[src/rtl/sync_ram_dp.sv]
// ============================================================================
//  Module   : sync_ram_dp
//  Brief    : Simple dual-port synchronous RAM with byte enables, write-first
//             bypass, optional output register and post-reset zero-fill.
//  Revision : 1.0 - initial release
// ============================================================================
`default_nettype none

module sync_ram_dp #(
    parameter int DATA_W  = 32,
    parameter int ADDR_W  = 4,
    parameter int OUT_REG = 0
) (
    input  logic                clk,
    input  logic                rst_n,
    input  logic                we,
    input  logic [ADDR_W-1:0]   waddr,
    input  logic [DATA_W-1:0]   wdata,
    input  logic [DATA_W/8-1:0] wbe,
    input  logic                re,
    input  logic [ADDR_W-1:0]   raddr,
    output logic [DATA_W-1:0]   rdata,
    output logic                rvalid,
    output logic                init_done
);

    localparam int DEPTH  = 2 ** ADDR_W;
    localparam int NBYTES = DATA_W / 8;

    typedef enum logic [0:0] {
        ST_CLEAR = 1'b0,
        ST_READY = 1'b1
    } state_t;

    state_t              state_q, state_d;
    logic [ADDR_W-1:0]   cnt_q, cnt_d;
    logic                init_done_q, init_done_d;

    logic [DATA_W-1:0]   mem_q [DEPTH];
    logic                mem_wr;
    logic [ADDR_W-1:0]   mem_waddr;
    logic [DATA_W-1:0]   mem_wdata;
    logic [NBYTES-1:0]   mem_wbe;

    logic                rd_fire;
    logic [DATA_W-1:0]   rd_merged;
    logic [DATA_W-1:0]   rdata_s1_q, rdata_s1_d;
    logic                rvalid_s1_q, rvalid_s1_d;

    // The clear sequencer owns the write port until the array is zeroed.
    always_comb begin
        state_d     = state_q;
        cnt_d       = cnt_q;
        init_done_d = init_done_q;
        mem_wr      = 1'b0;
        mem_waddr   = waddr;
        mem_wdata   = wdata;
        mem_wbe     = wbe;
        case (state_q)
            ST_CLEAR: begin
                mem_wr    = 1'b1;
                mem_waddr = cnt_q;
                mem_wdata = '0;
                mem_wbe   = '1;
                cnt_d     = cnt_q + ADDR_W'(1);
                if (cnt_q == ADDR_W'(DEPTH - 1)) begin
                    state_d     = ST_READY;
                    init_done_d = 1'b1;
                end
            end
            ST_READY: begin
                mem_wr = we;
            end
            default: begin
                state_d = ST_CLEAR;
            end
        endcase
    end

    always_ff @(posedge clk or negedge rst_n) begin
        if (!rst_n) begin
            state_q     <= ST_CLEAR;
            cnt_q       <= '0;
            init_done_q <= 1'b0;
        end else begin
            state_q     <= state_d;
            cnt_q       <= cnt_d;
            init_done_q <= init_done_d;
        end
    end

    always_ff @(posedge clk) begin
        if (mem_wr) begin
            for (int i = 0; i < NBYTES; i++) begin
                if (mem_wbe[i]) begin
                    mem_q[mem_waddr][8*i +: 8] <= mem_wdata[8*i +: 8];
                end
            end
        end
    end

    // Write-first bypass: enabled bytes of a same-address write override the array.
    always_comb begin
        rd_fire   = (state_q == ST_READY) && re;
        rd_merged = mem_q[raddr];
        for (int i = 0; i < NBYTES; i++) begin
            if ((state_q == ST_READY) && we && (waddr == raddr) && wbe[i]) begin
                rd_merged[8*i +: 8] = wdata[8*i +: 8];
            end
        end
        rvalid_s1_d = rd_fire;
        rdata_s1_d  = rd_fire ? rd_merged : rdata_s1_q;
    end

    always_ff @(posedge clk or negedge rst_n) begin
        if (!rst_n) begin
            rdata_s1_q  <= '0;
            rvalid_s1_q <= 1'b0;
        end else begin
            rdata_s1_q  <= rdata_s1_d;
            rvalid_s1_q <= rvalid_s1_d;
        end
    end

    generate
        if (OUT_REG != 0) begin : g_out_reg
            logic [DATA_W-1:0] rdata_s2_q, rdata_s2_d;
            logic              rvalid_s2_q, rvalid_s2_d;

            always_comb begin
                rvalid_s2_d = rvalid_s1_q;
                rdata_s2_d  = rvalid_s1_q ? rdata_s1_q : rdata_s2_q;
            end

            always_ff @(posedge clk or negedge rst_n) begin
                if (!rst_n) begin
                    rdata_s2_q  <= '0;
                    rvalid_s2_q <= 1'b0;
                end else begin
                    rdata_s2_q  <= rdata_s2_d;
                    rvalid_s2_q <= rvalid_s2_d;
                end
            end

            assign rdata  = rdata_s2_q;
            assign rvalid = rvalid_s2_q;
        end else begin : g_no_out_reg
            assign rdata  = rdata_s1_q;
            assign rvalid = rvalid_s1_q;
        end
    endgenerate

    assign init_done = init_done_q;

endmodule

`default_nettype wire

[config.mk]
export PLATFORM = sky130hd
export DESIGN_NAME = sync_ram_dp
export DESIGN_NICKNAME = d
export VERILOG_FILES = /design/src/rtl/sync_ram_dp.sv
export SDC_FILE = /design/constraint.sdc
export NUM_CORES = 1
export LEC_CHECK = 0
export CAP_MARGIN = 20
export CELL_PAD_IN_SITES_DETAIL_PLACEMENT = 0
export CELL_PAD_IN_SITES_GLOBAL_PLACEMENT = 1
export CORE_UTILIZATION = 55
export CTS_BUF_LIST = sky130_fd_sc_hd__clkbuf_16
export DETAILED_ROUTE_END_ITERATION = 10
export HOLD_SLACK_MARGIN = 0.03
export PLACE_DENSITY = 0.89
export SYNTH_ARGS = -nofsm -noshare
export SYNTH_HDL_FRONTEND = slang
export SYNTH_SLANG_ARGS = --single-unit
[constraint.sdc]
create_clock -name clk -period 6.7 [get_ports clk]
set_input_delay 1.34 -clock clk [delete_from_list [all_inputs] [get_ports clk]]
set_output_delay 1.34 -clock clk [all_outputs]
set_load 0.005 [all_outputs]
Word-level counts from Yosys, hierarchy flattened

Memories as Yosys holds them, arrays and structs flattened. A register that Yosys moved wholly into a read port is not among the register bits.
Index checks and enable logic that the tools add are counted.

Equal/unequal tests: 1
Reduce and logical (&&, ||, !) cells: 3
Bitwise operators: 1
Add/sub/neg operators: 1
Muxes and demuxes: 18

Operator list:

| operator              | number |
|---|---|
| $mux W32              | 1 |
| $mux W1               | 14 |
| $mux W4               | 2 |
| $add A4 B1 Y4 const B | 1 |
| $eq A4 B4 Y1 const B  | 1 |
| $pmux W1 S2           | 1 |
| $reduce_and A2 Y1     | 1 |
| $logic_and A1 B1 Y1   | 1 |
| $logic_not A1 Y1      | 1 |
| $not A1 Y1            | 1 |

Memories: 1
Output and inout bits: 34
RAM bits: 512
Register bits after elaboration: 7
Input bits: 48

Memory list:

| name  | depth | bits a word | rd ports | clocked after Yosys merged registers in | write ports | RTL line | RTL |
|---|---|---|---|---|---|---|---|
| mem_q | 16    | 32          | 1        | 1                                       | 1           | 39       | `logic [DATA_W-1:0] mem_q [DEPTH];` |

Logic depth before layout (Yosys ltp)

Gate-level depths: netlist (run 1).

Depth after elaboration: 4
Gate-level depth with buffers: 8

Least setup slack after synthesis (run 1)

No wires, ideal clock.

Kind: input port to flip-flop
Start: input raddr[0]
End: register rdata_s1_q[0] (netlist: rdata[0]) (read register of mem_q)
Stages: 6
Required time: 6566 ps
Path slack: 3944 ps
Path buffers: 3
Library setup time: 134 ps
Arrival: 2622 ps
Cells stage by stage: buf_2 > buf_4 > buf_2 > mux4_2 > a22oi_1 > a31oi_1

RTL lines:

| item            | RTL line | RTL |
|---|---|---|
| start, declared | 21       | `input logic [ADDR_W-1:0] raddr,` |
| end, declared   | 47       | `logic [DATA_W-1:0] rdata_s1_q, rdata_s1_d;` |

Final worst setup path (run 1)

Start: input waddr[0]
End: memory mem_q[6][18], enable pin

Longest elaborated chain between the ends: 1

RTL lines:

| item            | RTL line | RTL |
|---|---|---|
| start, declared | 17       | `input logic [ADDR_W-1:0] waddr,` |
| $mux W4         | 59       | `case (state_q)` |
| end, declared   | 39       |  |

No other way between the ends.

==> results summary, run 1 <==
The run finished with clean final reports. The fraction of synthesis flops using an asynchronous set or reset pin is 7.08%. No sink is reached through more buffers than the 3 on the longest clock path. The post-detailed-routing wire length is 47.3 mm. The number of cells on the worst reg-to-reg path is 5.

The final count of pins violating max slew came out at 0. The final setup skew came out at 0.0221 ns. The via count of the first global-routing pass is 11,100.

The layout-stage area growth over the synthesis result came out at 13.6%. The count of nets left with antenna violations once routing finished came out at 0. Across the VDD grid, the largest voltage drop is 0.244 mV. STA puts the critical path data required time at 6.90 ns. Counting flops with a built-in enable in the synthesized netlist gives 512. The routability congestion estimate came out at 0.855. The total via count after detailed routing is 10,900.

In this run the clock root is driven by a sky130_fd_sc_hd__clkbuf_16. Ranked by total cell area, the synthesized netlist is headed by sky130_fd_sc_hd__edfxtp_1 (72%), sky130_fd_sc_hd__mux4_2 (13%), sky130_fd_sc_hd__dfrtp_1 (4.5%). CTS saw 551 sinks. For this run, global-route usage on met1 was measured as 34.7%.

The portion of the post-synthesis area used by sequential elements is 76.2%. The clock slew seen by the registers of the worst setup and hold paths came out at 0.06 ns. STA puts the critical path data arrival time at 3.68 ns.

The die is 200 um wide. The number of maximum-capacitance constraint violations came out at 0. The final critical delay including setup and external delays is 3.48 ns. Dividing total power by cell area gives a power density of 292 nW/um2. The first detailed-routing pass took 6 iterations.

The worst hold slack came out at 0.570 ns. The kind of critical path is input port to flop. The maximum number of pins on one net before global-route repair came out at 68. After the first detailed-routing iteration, the DRC count stood at 1,312. TritonCTS built the clock tree. For this design the top-level I/O count stands at 82. STA classifies the critical path endpoint as a flop. The endpoint identified for the worst register-to-register timing path is mem_q[6][18]$_DFFE_PP_. The post-detailed-route via-to-cell ratio is 6.46. The startpoint of the most critical setup path is waddr[0]. The setup TNS came out at 0 ns. The count of input and output buffers came out at 81. The pin slew with the least headroom to its limit came out at 1.17 ns. In the global route stage, met3 resource usage came out at 6.21%. The post-cts resize count came out at 0. The met2 usage in global routing came out at 38.1%.

The initial antenna violation count is 1. The most used routing layer is met2. The area share of the largest cell type after synthesis is 71.6%. Setup repair after global routing left no endpoint under its margin. Yosys printed 0 warnings. The count of mapped cells out of synthesis is 1,051. The starting utilization of the core area is 56.4%. Summed over all cells, the static leakage comes to 7.73 nW.

After legalization and detailed placement, the total HPWL measured 28.9 mm. The detailed-route wire length per cell came out at 28.0 um. The synthesized net count came out at 1,100. The total track usage is 24.8%. STA classifies the critical path startpoint as an input port. For this run, the top clock speed supported by timing is 287 MHz.

The reg-to-reg critical path startpoint is state_q$_DFF_PN0_. The die covers 39,800 um2. Cells with a size suffix above 1 make up 20.2% of the layout. Buffers inserted to repair hold after CTS numbered 0. The height of the chip came out at 200 um.

The number of unique standard cell types used by synthesis is 35. The worst hold path belongs to the class flop to flop. The prevailing post-synth register cell is sky130_fd_sc_hd__edfxtp_1.

The number of CTS-inserted buffers is 52. The cell type contributing the most total cell area after synthesis is sky130_fd_sc_hd__edfxtp_1. The floorplan core area is 38,000 um2. The first-pass GRT wire length is 69.9 mm.

The deepest level of the CTS H-tree is 2. The post-CTS repair timing setup buffer count came out at 0. The placement row count is 71.

The total overflow reported by the global router is 0. The number of synthesized register bits is 551. The average instance in the mapped netlist occupies 20.4 um2. In the routed design, unresolved DRC markers number 0. The worst max-slew margin expressed relative to the limit is 21.5%. Along the worst path, the maximum fanout reaches 8. The final instance count without filler cells came out at 1,687. Setup violations remaining at the end of the flow were counted as 0. The final-report hold violation count came out at 0. The number of placed instances, taps included, is 1,590. The end of the critical path is mem_q[6][18]$_DFFE_PP_. The cell area after synthesis is 21,500 um2. The net count of the finished layout is 1,182. The slack of the worst reg-to-reg path is 3.57 ns.

The share of the cycle needed by the critical path after routing came out at 52.0%. At the later pin of the worst-skew pair, clock insertion delay measures 0.59 ns.
## cell usage in the layout (no fill, tap or decap), drive strengths merged
master,instances
nand2b,4
a31oi,32
mux2,1
xor2,6
nor2,67
nor2b,2
o21ai,2
and2,37
mux2i,4
nor3,1
o22ai,35
xnor2,3
ha,1
clkinvlp,3
dfrtp,39
mux4,128
clkinv,21
buf,12
nand4,4
or2,1
diode,1
a22oi,64
nand2,31
clkdlybuf4s50,78
edfxtp,512
a21oi,4
o32ai,3
and4,1
o21bai,1
inv,17
bufinv,6
a31o,1
clkbuf,54
## synth_stat cells (3+ instances only)
| cell type | instances |
|---|---|
| sky130_fd_sc_hd__a21oi_4 | 4 |
| sky130_fd_sc_hd__a22oi_1 | 64 |
| sky130_fd_sc_hd__a31oi_1 | 32 |
| sky130_fd_sc_hd__and2_1 | 37 |
| sky130_fd_sc_hd__buf_1 | 5 |
| sky130_fd_sc_hd__buf_2 | 18 |
| sky130_fd_sc_hd__buf_4 | 10 |
| sky130_fd_sc_hd__clkbuf_1 | 28 |
| sky130_fd_sc_hd__dfrtp_1 | 39 |
| sky130_fd_sc_hd__edfxtp_1 | 512 |
| sky130_fd_sc_hd__inv_1 | 4 |
| sky130_fd_sc_hd__mux4_2 | 128 |
| sky130_fd_sc_hd__nand2_1 | 30 |
| sky130_fd_sc_hd__nand2b_1 | 4 |
| sky130_fd_sc_hd__nand4_2 | 4 |
| sky130_fd_sc_hd__nor2_1 | 67 |
| sky130_fd_sc_hd__o22ai_1 | 35 |
| sky130_fd_sc_hd__o32ai_1 | 3 |
| sky130_fd_sc_hd__xnor2_1 | 3 |
| sky130_fd_sc_hd__xor2_1 | 4 |
## report_power, final
| group | leakage (nW) | internal, mW | switching [mW] |
|---|---|---|---|
| logic | 1.80 | 0.180 | 0.235 |
| clock network | 0.868 | 1.67 | 1.23 |
| registers | 5.06 | 3.80 | 0.0197 |
## critical path, cell delays in order
cell and delay [ns]:
sky130_fd_sc_hd__clkdlybuf4s50_1 0.50, sky130_fd_sc_hd__nand2b_1 0.20, sky130_fd_sc_hd__o21ai_0 0.43, sky130_fd_sc_hd__nand2_1 0.26, sky130_fd_sc_hd__nor2_1 0.94
## kinds of logic after synthesis
group / after synthesis / synth area share, %
AOI/OAI and AO/OA: 142 / 4.74
xor gates and xnor gates: 9 / 0.437
adders and majority gates: 1 / 0.0583
buffers and inverters: 67 / 1.50
DFF: 551 / 76.2
muxes: 133 / 13.7
and+or+nand+nor: 148 / 3.36
## state kept, by name, indices dropped and copies added, names as in the netlist
signal and flops:
init_done 1, cnt_q 4, mem_q 512, state_q 1, rdata 32, rvalid 1
## how the worst min path moves through the flow
| stage | start | to | cells after the start | slack [ns] |
|---|---|---|---|---|
| 2_1_floorplan | init_done$_DFFE_PN0P_ | init_done$_DFFE_PN0P_ | 1 | 0.47 |
| 3_3_place_gp | init_done$_DFFE_PN0P_ | init_done$_DFFE_PN0P_ | 1 | 0.57 |
| 3_5_place_dp | init_done$_DFFE_PN0P_ | init_done$_DFFE_PN0P_ | 1 | 0.58 |
| 4_1_cts | init_done$_DFFE_PN0P_ | init_done$_DFFE_PN0P_ | 1 | 0.59 |
| 5_1_grt | init_done$_DFFE_PN0P_ | init_done$_DFFE_PN0P_ | 1 | 0.58 |
| 6_report | init_done$_DFFE_PN0P_ | init_done$_DFFE_PN0P_ | 1 | 0.57 |
## per-stage QoR
stage | setup WS, ns | util, % | total power, mW | area (um2)
6_report | 3.22 | 64.1 | 7.13 | 24400
5_1_grt | 3.11 | 64.1 | 7.31 | 24400
3_5_place_dp | 2.76 | 59.7 | 4.30 | 22700
4_1_cts | 3.32 | 64.1 | 7.15 | 24400
2_1_floorplan | 3.94 | - | 4.11 | 21500
3_3_place_gp | 2.87 | 59.7 | 4.29 | 22700
## metal layers
layer,wire length [um],up-vias
met3,5220,115
met2,22400,653
met1,18000,5604
li1,-,4528
met5,0,-
met4,1610,0
## final cells by class
type,instances,area (um2)
multi-input combinational,433,4790
fill,2540,13600
timing repair buffer,91,895
tap,511,639
antenna,1,2.50
clock inverter,43,360
clock buffer,53,1330
sequential,551,16400
inverter,4,15.0
(Power assumes the default switching activity.)
==> run 2: changes to the inputs <==
--- a/config.mk
+++ b/config.mk
@@ -8,11 +8,11 @@
 export CAP_MARGIN = 20
 export CELL_PAD_IN_SITES_DETAIL_PLACEMENT = 0
 export CELL_PAD_IN_SITES_GLOBAL_PLACEMENT = 1
-export CORE_UTILIZATION = 55
+export CORE_UTILIZATION = 48
 export CTS_BUF_LIST = sky130_fd_sc_hd__clkbuf_16
 export DETAILED_ROUTE_END_ITERATION = 10
 export HOLD_SLACK_MARGIN = 0.03
-export PLACE_DENSITY = 0.89
+export PLACE_DENSITY = 0.83
 export SYNTH_ARGS = -nofsm -noshare
 export SYNTH_HDL_FRONTEND = slang
 export SYNTH_SLANG_ARGS = --single-unit
==> constraint.sdc (replaced) <==
create_clock -name clk -period 2.81 [get_ports clk]
set_input_delay 0.562 -clock clk [delete_from_list [all_inputs] [get_ports clk]]
set_output_delay 0.562 -clock clk [all_outputs]
set_load 0.005 [all_outputs]
==> run 2 against run 1 <==
Net effect: highest routed layer unchanged; global-route usage is 2.4 points lower; critical path depth is 1 higher; setup slack worse by 3.1 ns.
==> results summary, run 2 (synthesized netlist as in run 1, its figures left out) <==
The total clock sinks is 551 (unchanged). The number of design rule violations left after detail routing came out at 0 (unchanged). The final setup skew came out at 0.0226 ns (+0.000456 ns). The post-detailed-route via-to-cell ratio was 5.98 (-7.5%). The power density normalized to cell area is 674 nW/um2 (+130%).

The root buffer cell is sky130_fd_sc_hd__clkbuf_16. The final-report hold violation count is 0 (unchanged). The count of antenna-violating nets left after detailed routing came out at 0 (unchanged). The worst hold slack is 0.530 ns (-0.0392 ns). The critical path goes through buf_4 -> nand2_4 -> nor3_2 -> nand4_2 -> o22ai_1 -> a31oi_1. The end of the critical path is rdata[6]$_DFFE_PN0P_. The data arrival time at the worst-slack endpoint is 3.09 ns (-0.59 ns). The setup TNS came to 0 ns (unchanged). The first-pass GRT wire length is 72.7 mm (+4.1%).

The clock slew seen by the registers of the worst setup and hold paths is 0.06 ns (about the same). The slack of the worst reg-to-reg path is 0.15 ns (-3.42 ns). The placement row count is 77 (+8.5%). The leakage dissipation was 8.18 nW (+5.8%). The sort of element at the end of the critical path is a flop. The number of detailed-routing iterations run before antenna repair was 5 (-1). The deepest level of the CTS H-tree came to 2 (unchanged). The type of the most critical hold path is input port to asynchronous set/reset pin. The final count of pins violating max slew came out at 0 (unchanged). The maximum buffer depth of the clock tree came to 3 (unchanged). The antenna diode count is 0 (-1). The worst path buffer plus inverter count is 1 (unchanged). The final design utilization came out at 57.1% (-7.1 points).

Setup repair after global routing left no endpoint under its margin. The total of endpoints with negative setup slack in the final report came out at 0 (unchanged). The total via count after detailed routing came out at 11,100 (+1.4%). The via count of the first global-routing pass came to 11,200 (+0.89%). For the finished layout, the period the worst path requires is 2.66 ns. The kind of critical path is flop to flop. The overall power after layout is 17.0 mW (+140%). The width of the die is 213 um (+7.0%). The starting utilization of the core area came out at 48.6% (-7.8 points). The maximum number of pins on one net before global-route repair is 51 (-25%). The initial antenna violation count is 0 (-1).

The total track usage was 22.3% (-2.4 points). The pin slew with the least headroom to its limit was 0.683 ns (-0.490 ns). The register containing the most flip-flops in the final layout is mem_q. The die outline area came out at 45,600 um2 (+14%). The most critical setup path has its startpoint at state_q$_DFF_PN0_. The flow ran to the end, and the final reports show no timing, DRC or antenna violations.

The layout-stage area growth over the synthesis result came out at 17.4%. The worst flop-to-flop path endpoint is rdata[6]$_DFFE_PN0P_. On the critical path the largest part of the delay comes from simple AND/OR/NAND/NOR gates.

The required time at the worst-slack endpoint is 3.24 ns (-3.66 ns). Timing would allow up to 376 MHz. The depth of the most critical reg-to-reg path is 6 (+1). The detailed-route wire length per cell is 26.4 um (-5.6%).

The number of flip-flops in the largest register is 512 (unchanged). The largest fanout of any net on the critical path is 27 (+19). The total overflow reported by the global router came out at 0 (unchanged). The number of maximum-capacitance constraint violations came out at 0 (unchanged). The share of the cycle needed by the critical path after routing is 94.7%. The number of CTS-inserted buffers came out at 51 (-1.9%). The post-detailed-routing wire length is 48.9 mm (+3.4%). The detailed router's first-iteration violation count is 1,114 (-15%). The post-CTS repair timing setup buffer count is 0 (unchanged). The proportion of layout cells with a drive suffix above 1 is 25.2% (+5.0 points).

The library cell used most frequently in the layout, excluding fill and tap cells, is sky130_fd_sc_hd__edfxtp_1. The cell with the largest stage delay on the worst path is sky130_fd_sc_hd__dfrtp_2. The count of input and output buffers came out at 81 (unchanged). The area after detailed placement is 23,500 um2 (+3.6%). The maximum cell stage delay along the critical path came to 0.72 ns (-0.22 ns). The design area was 25,200 um2 (+3.3%).

The logic depth of the worst setup path including buffers is 6 (+1). The routability congestion estimate is 0.822 (-3.8%). The I/O pin count was 82 (unchanged). The height of the chip came to 213 um (+7.0%). The detailed placer's ending HPWL came out at 31.3 mm (+8.4%).

The worst voltage drop across the vdd grid came to 0.444 mV (+82%). The source-to-sink clock delay at the later pin of the worst-skew pair came out at 0.60 ns (about the same). The worst max-slew margin expressed relative to the limit came out at 54.5% (+33 points). The final-stage net count is 1,264 (+6.9%). The floorplan core area is 44,100 um2 (+16%). The top cell types in the final layout, fill and taps aside, are sky130_fd_sc_hd__edfxtp_1 (512), sky130_fd_sc_hd__mux4_2 (128), sky130_fd_sc_hd__buf_4 (84). The worst register-to-register path begins at state_q$_DFF_PN0_. The worst setup path is launched from a flop. The CTS tree is yes.
run 2: cell count changes in the layout (fill, tap and decap cells not counted):
cell and change:
sky130_fd_sc_hd__clkinv_8 -1, sky130_fd_sc_hd__buf_4 +74, sky130_fd_sc_hd__inv_1 -3, sky130_fd_sc_hd__inv_6 -1, sky130_fd_sc_hd__dlygate4sd3_1 +1, sky130_fd_sc_hd__clkinv_1 +4
sky130_fd_sc_hd__diode_2 -1, sky130_fd_sc_hd__buf_12 +8
run 2: per-layer routing:
metal  global-route usage [%]  wire [um]
met3                     5.27       4400
met5                        0          0
met2                     33.6      22800
met4                     7.76       1560
met1                     32.3      20100
run 2: worst reg2reg max path: stages, from the launching register on:
cell and delay (ns):
sky130_fd_sc_hd__dfrtp_2 0.72, sky130_fd_sc_hd__buf_4 0.36, sky130_fd_sc_hd__nand2_4 0.16, sky130_fd_sc_hd__nor3_2 0.45, sky130_fd_sc_hd__nand4_2 0.43, sky130_fd_sc_hd__o22ai_1 0.30, sky130_fd_sc_hd__a31oi_1 0.08
run 2: worst min-delay path by stage:
stage                     depth (start not counted)             startpoint  slack (ns)                    end
final                                             2                  rst_n        0.53  rdata[27]$_DFFE_PN0P_
after CTS                                         2                  rst_n        0.53  rdata[26]$_DFFE_PN0P_
after floorplan                                   0                  rst_n        0.27   cnt_q[0]$_DFFE_PN0N_
after global placement                            1  init_done$_DFFE_PN0P_        0.54  init_done$_DFFE_PN0P_
after global routing                              2                  rst_n        0.57  rdata[27]$_DFFE_PN0P_
after detailed placement                          1  init_done$_DFFE_PN0P_        0.55  init_done$_DFFE_PN0P_
run 2: where the power goes:
| group | switching, mW | internal, mW | leakage, nW |
|---|---|---|---|
| combinational | 0.575 | 0.470 | 2.27 |
| clock | 2.89 | 3.95 | 0.847 |
| sequential | 0.0504 | 9.05 | 5.06 |
run 2: cell type report:
cell class              instances  area (um2)
clock buffers                  53        1330
clock inverters                42         339
fillers                      3243       18900
inverters                       4        15.0
multi-input cells             433        4790
flip-flops and latches        551       16400
well taps                     592         741
repair buffers                174        1620
run 2: timing repair:
action / 4_1_cts / 5_1_grt
gates resized for setup: 0 / 0
hold buffers: 1 / 0
hold endpoints to repair: 19 / 0
run 2: metrics by stage:
step | setup slack [ns] | std cells
after global routing | 0.0656 | 1849
after floorplan | 0.643 | 1051
after detailed placement | 0.142 | 1753
after global placement | 0.188 | 1753
final | 0.149 | 1849
after CTS | 0.189 | 1849
